### src/rtl/siu_l2_trk_pkg.sv
// ---------------------------------------------------------------------------
// siu_l2_trk_pkg
// Shared definitions for the SIU -> L2 tag request tracker:
//   - default values for the tracker parameters
//   - per-channel header FSM state encoding
//   - bit positions inside each channel's 3-bit error field
// Optional feature macro used by the tracker files: SIU_L2_TRK_STATS_EN
// ---------------------------------------------------------------------------
package siu_l2_trk_pkg;

    localparam int NUM_L2T_DEF = 8;
    localparam int REQ_W_DEF   = 32;
    localparam int GAP_CYC_DEF = 3;
    localparam int CNT_W_DEF   = 4;

    // Error field layout: {underflow, overflow, proto}
    localparam int ERR_W = 3;
    localparam int PROTO = 0;
    localparam int OVF   = 1;
    localparam int UNF   = 2;

    localparam int STAT_W = 16;

    typedef enum logic [1:0] {
        ST_IDLE = 2'd0,
        ST_HDR0 = 2'd1,
        ST_HDR1 = 2'd2,
        ST_GAP  = 2'd3
    } trk_state_e;

endpackage

### src/rtl/siu_l2_trk_chan.sv
// ---------------------------------------------------------------------------
// siu_l2_trk_chan
// One L2 tag channel of the request tracker: captures the two-word request
// header, sequences the dummy gap, counts outstanding IQ entries and keeps
// sticky protocol/overflow/underflow flags.
// Ports:
//   clk, rst_i        clock and synchronous active-high reset
//   req_vld_i, req_i  request valid and request word
//   iq_dequeue_i      IQ entry consumed by the L2 tag
//   err_clr_i         clears the sticky error flags
//   hdr_vld_o, hdr_o  header-captured pulse and held header {word1, word0}
//   outstanding_o     IQ entries not yet dequeued
//   err_sticky_o      {underflow, overflow, proto}
//   err_pulse_o       pulse when any error flag is written
//   (SIU_L2_TRK_STATS_EN) wib_dequeue_i, pkt_cnt_o, wib_cnt_o
// ---------------------------------------------------------------------------
module siu_l2_trk_chan
    import siu_l2_trk_pkg::*;
#(
    parameter int REQ_W   = REQ_W_DEF,
    parameter int GAP_CYC = GAP_CYC_DEF,
    parameter int CNT_W   = CNT_W_DEF
) (
    input  logic                 clk,
    input  logic                 rst_i,
    input  logic                 req_vld_i,
    input  logic [REQ_W-1:0]     req_i,
    input  logic                 iq_dequeue_i,
    input  logic                 err_clr_i,
`ifdef SIU_L2_TRK_STATS_EN
    input  logic                 wib_dequeue_i,
    output logic [STAT_W-1:0]    pkt_cnt_o,
    output logic [STAT_W-1:0]    wib_cnt_o,
`endif
    output logic                 hdr_vld_o,
    output logic [2*REQ_W-1:0]   hdr_o,
    output logic [CNT_W-1:0]     outstanding_o,
    output logic [ERR_W-1:0]     err_sticky_o,
    output logic                 err_pulse_o
);

    localparam logic [2:0]       GAP_LD  = 3'(GAP_CYC);
    localparam logic [CNT_W-1:0] CNT_MAX = '1;

    trk_state_e         state_q, state_d;
    logic [2:0]         gap_cnt_q, gap_cnt_d;
    logic [REQ_W-1:0]   word0_q;
    logic [2*REQ_W-1:0] hdr_q;
    logic               hdr_vld_q;
    logic [CNT_W-1:0]   cnt_q, cnt_d;
    logic [ERR_W-1:0]   err_q, err_d, err_new;
    logic               err_pulse_q;
    logic               cap0, cap1, proto_evt;
    logic               inc, dec;

    // State register plus everything captured on the FSM's strobes
    always_ff @(posedge clk) begin
        if (rst_i) begin
            state_q     <= ST_IDLE;
            gap_cnt_q   <= '0;
            word0_q     <= '0;
            hdr_q       <= '0;
            hdr_vld_q   <= 1'b0;
            cnt_q       <= '0;
            err_q       <= '0;
            err_pulse_q <= 1'b0;
        end else begin
            state_q     <= state_d;
            gap_cnt_q   <= gap_cnt_d;
            if (cap0) word0_q <= req_i;
            // word0 is staged so hdr only changes on a complete capture
            if (cap1) hdr_q <= {req_i, word0_q};
            hdr_vld_q   <= cap1;
            cnt_q       <= cnt_d;
            err_q       <= err_d;
            err_pulse_q <= |err_new;
        end
    end

    // Next-state logic
    always_comb begin
        state_d   = state_q;
        gap_cnt_d = gap_cnt_q;
        case (state_q)
            ST_IDLE: if (req_vld_i) state_d = ST_HDR0;
            ST_HDR0: state_d = ST_HDR1;
            ST_HDR1: begin
                if (GAP_CYC == 0) begin
                    state_d = ST_IDLE;
                end else begin
                    state_d   = ST_GAP;
                    gap_cnt_d = GAP_LD;
                end
            end
            ST_GAP: begin
                gap_cnt_d = gap_cnt_q - 3'd1;
                if (gap_cnt_q <= 3'd1) state_d = ST_IDLE;
            end
            default: state_d = ST_IDLE;
        endcase
    end

    // FSM outputs: capture strobes and the protocol-violation event
    always_comb begin
        cap0      = (state_q == ST_HDR0);
        cap1      = (state_q == ST_HDR1);
        proto_evt = req_vld_i && (state_q != ST_IDLE);
    end

    // Outstanding counter; a simultaneous increment and dequeue cancel
    always_comb begin
        inc     = hdr_vld_q;
        dec     = iq_dequeue_i;
        cnt_d   = cnt_q;
        err_new = '0;
        err_new[PROTO] = proto_evt;
        if (inc && !dec) begin
            if (cnt_q == CNT_MAX) err_new[OVF] = 1'b1;
            else                  cnt_d = cnt_q + CNT_W'(1);
        end else if (dec && !inc) begin
            if (cnt_q == '0) err_new[UNF] = 1'b1;
            else             cnt_d = cnt_q - CNT_W'(1);
        end
        // A new event overrides a coincident clear
        err_d = (err_q & ~{ERR_W{err_clr_i}}) | err_new;
    end

`ifdef SIU_L2_TRK_STATS_EN
    logic [STAT_W-1:0] pkt_cnt_q, wib_cnt_q;

    always_ff @(posedge clk) begin
        if (rst_i) begin
            pkt_cnt_q <= '0;
            wib_cnt_q <= '0;
        end else begin
            if (hdr_vld_q)     pkt_cnt_q <= pkt_cnt_q + 16'd1;
            if (wib_dequeue_i) wib_cnt_q <= wib_cnt_q + 16'd1;
        end
    end

    assign pkt_cnt_o = pkt_cnt_q;
    assign wib_cnt_o = wib_cnt_q;
`endif

    assign hdr_vld_o     = hdr_vld_q;
    assign hdr_o         = hdr_q;
    assign outstanding_o = cnt_q;
    assign err_sticky_o  = err_q;
    assign err_pulse_o   = err_pulse_q;

endmodule

### src/rtl/siu_l2_req_tracker.sv
// ---------------------------------------------------------------------------
// siu_l2_req_tracker
// Tracks SIU -> L2 tag request headers on NUM_L2T independent channels.
// Channel n uses slice n of every packed bus.
// Ports:
//   iol2clk, rst     clock and synchronous active-high reset
//   req_vld, req     per-channel request valid / request word (REQ_W each)
//   iq_dequeue       per-channel IQ dequeue
//   wib_dequeue      per-channel WIB dequeue (only counted with stats)
//   err_clr          clears all sticky error flags
//   hdr_vld, hdr     header-captured pulse / header (2*REQ_W each)
//   outstanding      outstanding IQ entries (CNT_W each)
//   err_sticky       {underflow, overflow, proto} per channel
//   err_pulse        per-channel error pulse
// Optional macro SIU_L2_TRK_STATS_EN adds pkt_cnt and wib_cnt (16 bits each).
// ---------------------------------------------------------------------------
module siu_l2_req_tracker
    import siu_l2_trk_pkg::*;
#(
    parameter int NUM_L2T = NUM_L2T_DEF,
    parameter int REQ_W   = REQ_W_DEF,
    parameter int GAP_CYC = GAP_CYC_DEF,
    parameter int CNT_W   = CNT_W_DEF
) (
    input  logic                       iol2clk,
    input  logic                       rst,
    input  logic [NUM_L2T-1:0]         req_vld,
    input  logic [NUM_L2T*REQ_W-1:0]   req,
    input  logic [NUM_L2T-1:0]         iq_dequeue,
    input  logic [NUM_L2T-1:0]         wib_dequeue,
    input  logic                       err_clr,
`ifdef SIU_L2_TRK_STATS_EN
    output logic [NUM_L2T*STAT_W-1:0]  pkt_cnt,
    output logic [NUM_L2T*STAT_W-1:0]  wib_cnt,
`endif
    output logic [NUM_L2T-1:0]         hdr_vld,
    output logic [NUM_L2T*2*REQ_W-1:0] hdr,
    output logic [NUM_L2T*CNT_W-1:0]   outstanding,
    output logic [NUM_L2T*ERR_W-1:0]   err_sticky,
    output logic [NUM_L2T-1:0]         err_pulse
);

`ifndef SIU_L2_TRK_STATS_EN
    // WIB dequeues only feed the statistics counters
    logic wib_unused;
    assign wib_unused = ^wib_dequeue;
`endif

    generate
        for (genvar gi = 0; gi < NUM_L2T; gi++) begin : g_chan
            siu_l2_trk_chan #(
                .REQ_W   (REQ_W),
                .GAP_CYC (GAP_CYC),
                .CNT_W   (CNT_W)
            ) u_chan (
                .clk           (iol2clk),
                .rst_i         (rst),
                .req_vld_i     (req_vld[gi]),
                .req_i         (req[gi*REQ_W +: REQ_W]),
                .iq_dequeue_i  (iq_dequeue[gi]),
                .err_clr_i     (err_clr),
`ifdef SIU_L2_TRK_STATS_EN
                .wib_dequeue_i (wib_dequeue[gi]),
                .pkt_cnt_o     (pkt_cnt[gi*STAT_W +: STAT_W]),
                .wib_cnt_o     (wib_cnt[gi*STAT_W +: STAT_W]),
`endif
                .hdr_vld_o     (hdr_vld[gi]),
                .hdr_o         (hdr[gi*2*REQ_W +: 2*REQ_W]),
                .outstanding_o (outstanding[gi*CNT_W +: CNT_W]),
                .err_sticky_o  (err_sticky[gi*ERR_W +: ERR_W]),
                .err_pulse_o   (err_pulse[gi])
            );
        end
    endgenerate

endmodule

### config.mk
export PLATFORM = sky130hd
export DESIGN_NAME = siu_l2_req_tracker
export DESIGN_NICKNAME = d
export VERILOG_FILES = /design/src/rtl/siu_l2_trk_pkg.sv /design/src/rtl/siu_l2_trk_chan.sv /design/src/rtl/siu_l2_req_tracker.sv
export SDC_FILE = /design/constraint.sdc
export NUM_CORES = 1
export LEC_CHECK = 0
export ABC_AREA = 1
export BUFFER_PORTS_ARGS = -buffer_cell sky130_fd_sc_hd__buf_2
export CORE_AREA = 3 3 335 337
export DETAILED_ROUTE_END_ITERATION = 10
export DIE_AREA = 0 0 338 340
export GPL_ROUTABILITY_DRIVEN = 0
export GPL_TIMING_DRIVEN = 0
export MAX_ROUTING_LAYER = met4
export PLACE_DENSITY = 0.56
export SLEW_MARGIN = 20
export SYNTH_ARGS = -nofsm -noshare
export SYNTH_HDL_FRONTEND = slang
export SYNTH_SLANG_ARGS = --single-unit
### constraint.sdc
create_clock -name iol2clk -period 1.34 [get_ports iol2clk]
set_input_delay 0 -clock iol2clk [delete_from_list [all_inputs] [get_ports iol2clk]]
set_output_delay 0 -clock iol2clk [all_outputs]
set_load 0.01 [all_outputs]
==> run metrics <==
RSZ-0062 raised after global routing=yes; Worst-path clk slew=0.06 ns; pwr dens=2460 mW/mm2; CTS tree=done; most frequent cell after synthesis=nor2_1; crit-path leading delay family=buffers and inverters; die area=0.115 mm2; Hold Vio Cnt, Final=0; post-synth top area share=54.0%; Hold WS=0.0280 ns; Peak Freq=698 MHz; Synthesis Warnings=0; Worst-Margin Slew=1.01 ns; Metal-1 WL=56.0 mm; design area=0.0496 mm2; Clock Skews=0.0247 ns; startpoint types=flop; Maximum Capacitance Violations=0; min cycle time layout=1.43 ns; Synth area leader=dfxtp_1; Mapped Area=0.0326 mm2; boundary pin count=867; met3 wire length=9.53 mm; failing checks=negative setup slack; final setup violating endpoints=148; Longest Clk Path Bufs=3; Vias=33300; top cells by area, synth=dfxtp_1 (54%), nor2_1 (19%), o21ai_0 (11%); clock sinks=880; asr flop ratio synth=0%; pre-CTS WS=-0.611 ns; critical path's slowest cell=dfxtp_4; Reg area=0.0177 mm2; Net Count, Synth=4542; remaining global-route overflow=0; CP Max Fanout=10; setup_tns=-4.21 ns; Max VDD drop=1.22 mV; max-slew violations=0; Die X=338 um; Pleak=23.7 nW; number of global-route vias before repair=31700; multi-input combinational cell area=0.0150 mm2; htree depth=3; largest net degree at the start of global routing=14; share of layout cells above drive strength 1=33.8%; CTS buffer count=96; Synth-to-Final Area Change=52.2%; core box area=0.109 mm2; NumNets Final=5899; Seq cells post-synth=880; global-route wire length before repair=194 mm; Synth Flop Type=dfxtp_1; Seq/Total Area, Yosys=54.0%; final routed DRC violation total=0; outcome=complete, but fails checks; drt pass-1 iters=7; clock latency on the worst-skew pair=0.67 ns; Post-synth top cells=nor2_1 (1628), dfxtp_1 (880), o21ai_0 (737); Critical Path Sink Type=flop; cell count after synthesis=4189; Die H=340 um; DRT iter0 DRCs=1911; Post-synth EDFFs=0; Critical Path RT=1.89 ns; IO Port Bufs=857; remaining antenna violation count=0; R2R Setup Slk=-0.09 ns; most used cell, CP=buf_6; worst setup path category=flop to flop; CTS root buffer=clkbuf_16; fill count=10700; DP Area=0.0389 mm2; drt wl/cell=19.2 um; initial antenna violation count=9; DR WL met2=64.0 mm; Routed WL=136 mm; Unique masters post-synth=25; Tcrit/Tclk final=107%; final core occ=45.5%; setup slack after layout=-0.0928 ns; worst path cell trace=buf_6 > ha_4 > clkinvlp_4 > buf_6 > nor2_2 > nor2_1; HPWL Detailed=97.7 mm; initial core utilization=29.9%; CP max stage delay=0.38 ns; Max Used Layer=met4; Hold Crit Class=primary input to flop; row cnt=121; Worst Path Arrival=1.98 ns; Vias/cell=4.68; Syn Area/Cell=7.78 um2; Slew headroom=32.6%; Tot GR Track Use=22.6%; Worst Path Buf+Inv=3
==> worst paths after layout <==
kind | end | cells past startpoint | start
max | g_chan[3].u_chan.word0_q[12]$_SDFFE_PP0N_ | 6 | g_chan[3].u_chan.state_q[0]$_SDFFE_PP0P_
min | g_chan[3].u_chan.hdr_vld_o$_SDFF_PP0_ | 3 | rst
max reg2reg | g_chan[3].u_chan.word0_q[12]$_SDFFE_PP0N_ | 6 | g_chan[3].u_chan.state_q[0]$_SDFFE_PP0P_
min reg2reg | g_chan[4].u_chan.err_sticky_o[2]$_SDFF_PP0_ | 2 | g_chan[4].u_chan.err_sticky_o[2]$_SDFF_PP0_
==> cells by family after synthesis <==
kind of cell,share of synthesized area [%]
fa+ha+maj,2.69
flops,54.0
xor+xnor,0.510
buf+inv,6.21
simple gates,22.5
compound gates,14.0
==> power by group <==
part           leakage (nW)  total, W  switching [W]  internal [W]
registers              7.24    0.0433        0.00660        0.0367
logic                  14.9    0.0517         0.0300        0.0216
clock network          1.56    0.0270         0.0112        0.0158
total                  23.7     0.122         0.0478        0.0741
==> worst register-to-register path, cell delays in order, from the launching register on <==
cell        delay, ns
dfxtp_4          0.38
buf_6            0.11
ha_4             0.18
clkinvlp_4       0.25
buf_6            0.24
nor2_2           0.11
nor2_1           0.06
==> sequential cells by signal, indices dropped and copies added, names as in the netlist <==
| register | cells |
|---|---|
| g_chan.u_chan.hdr_o | 512 |
| g_chan.u_chan.word0_q | 256 |
| g_chan.u_chan.outstanding_o | 32 |
| g_chan.u_chan.err_sticky_o | 24 |
| g_chan.u_chan.gap_cnt_q | 24 |
| g_chan.u_chan.state_q | 16 |
| g_chan.u_chan.err_pulse_o | 8 |
| g_chan.u_chan.hdr_vld_o | 8 |
==> per-stage QoR <==
stage | instances | power, W
2_1_floorplan | 4189 | 0.0646
3_3_place_gp | 6522 | 0.0815
3_5_place_dp | 6522 | 0.0819
4_1_cts | 7033 | 0.115
5_1_grt | 7102 | 0.130
6_report | 7109 | 0.122
==> placed cells by master, fill, tap and decap left out, types with 63 or more instances in the layout <==
| cell | Yosys | final |
|---|---|---|
| nor2_1 | 1628 | 1355 |
| buf_2 | 99 | 926 |
| dfxtp_1 | 880 | 825 |
| o21ai_0 | 737 | 568 |
| dlygate4sd3_1 | 0 | 275 |
| o21ai_1 | 66 | 201 |
| nor2_2 | 0 | 144 |
| nand2_1 | 167 | 140 |
| nor2_4 | 0 | 129 |
| clkbuf_16 | 0 | 125 |
| inv_1 | 142 | 110 |
| buf_4 | 38 | 97 |
| buf_6 | 21 | 67 |
| a21oi_1 | 77 | 63 |
==> per-layer routing <==
layer,GRT usage [%],vias up
met3,5.24,320
li1,-,16200
met5,-,-
met4,11.0,0
met2,36.4,1097
met1,26.6,15700
==> what timing repair did <==
item / in CTS / in global routing
hold buffers: 275 / 0
cloned: 9 / 29
pin swaps: 26 / 113
endpoints found under the hold margin: 594 / 0
resized for setup: 456 / 802
endpoints found under the setup margin: 859 / 754
buffers inserted: 56 / 37
==> cell type report <==
| type | count | area share (%) |
|---|---|---|
| repair buffers | 1262 | 17.7 |
| plain buffers | 272 | 4.83 |
| flip-flops and latches | 880 | 35.8 |
| diodes | 13 | 0.0655 |
| clock buffers | 141 | 5.71 |
| clock inverters | 31 | 0.713 |
| inverters | 143 | 1.24 |
| multi-input cells | 2891 | 30.2 |
| well taps | 1476 | 3.72 |
Note: power is estimated with default switching activity, not from simulation.
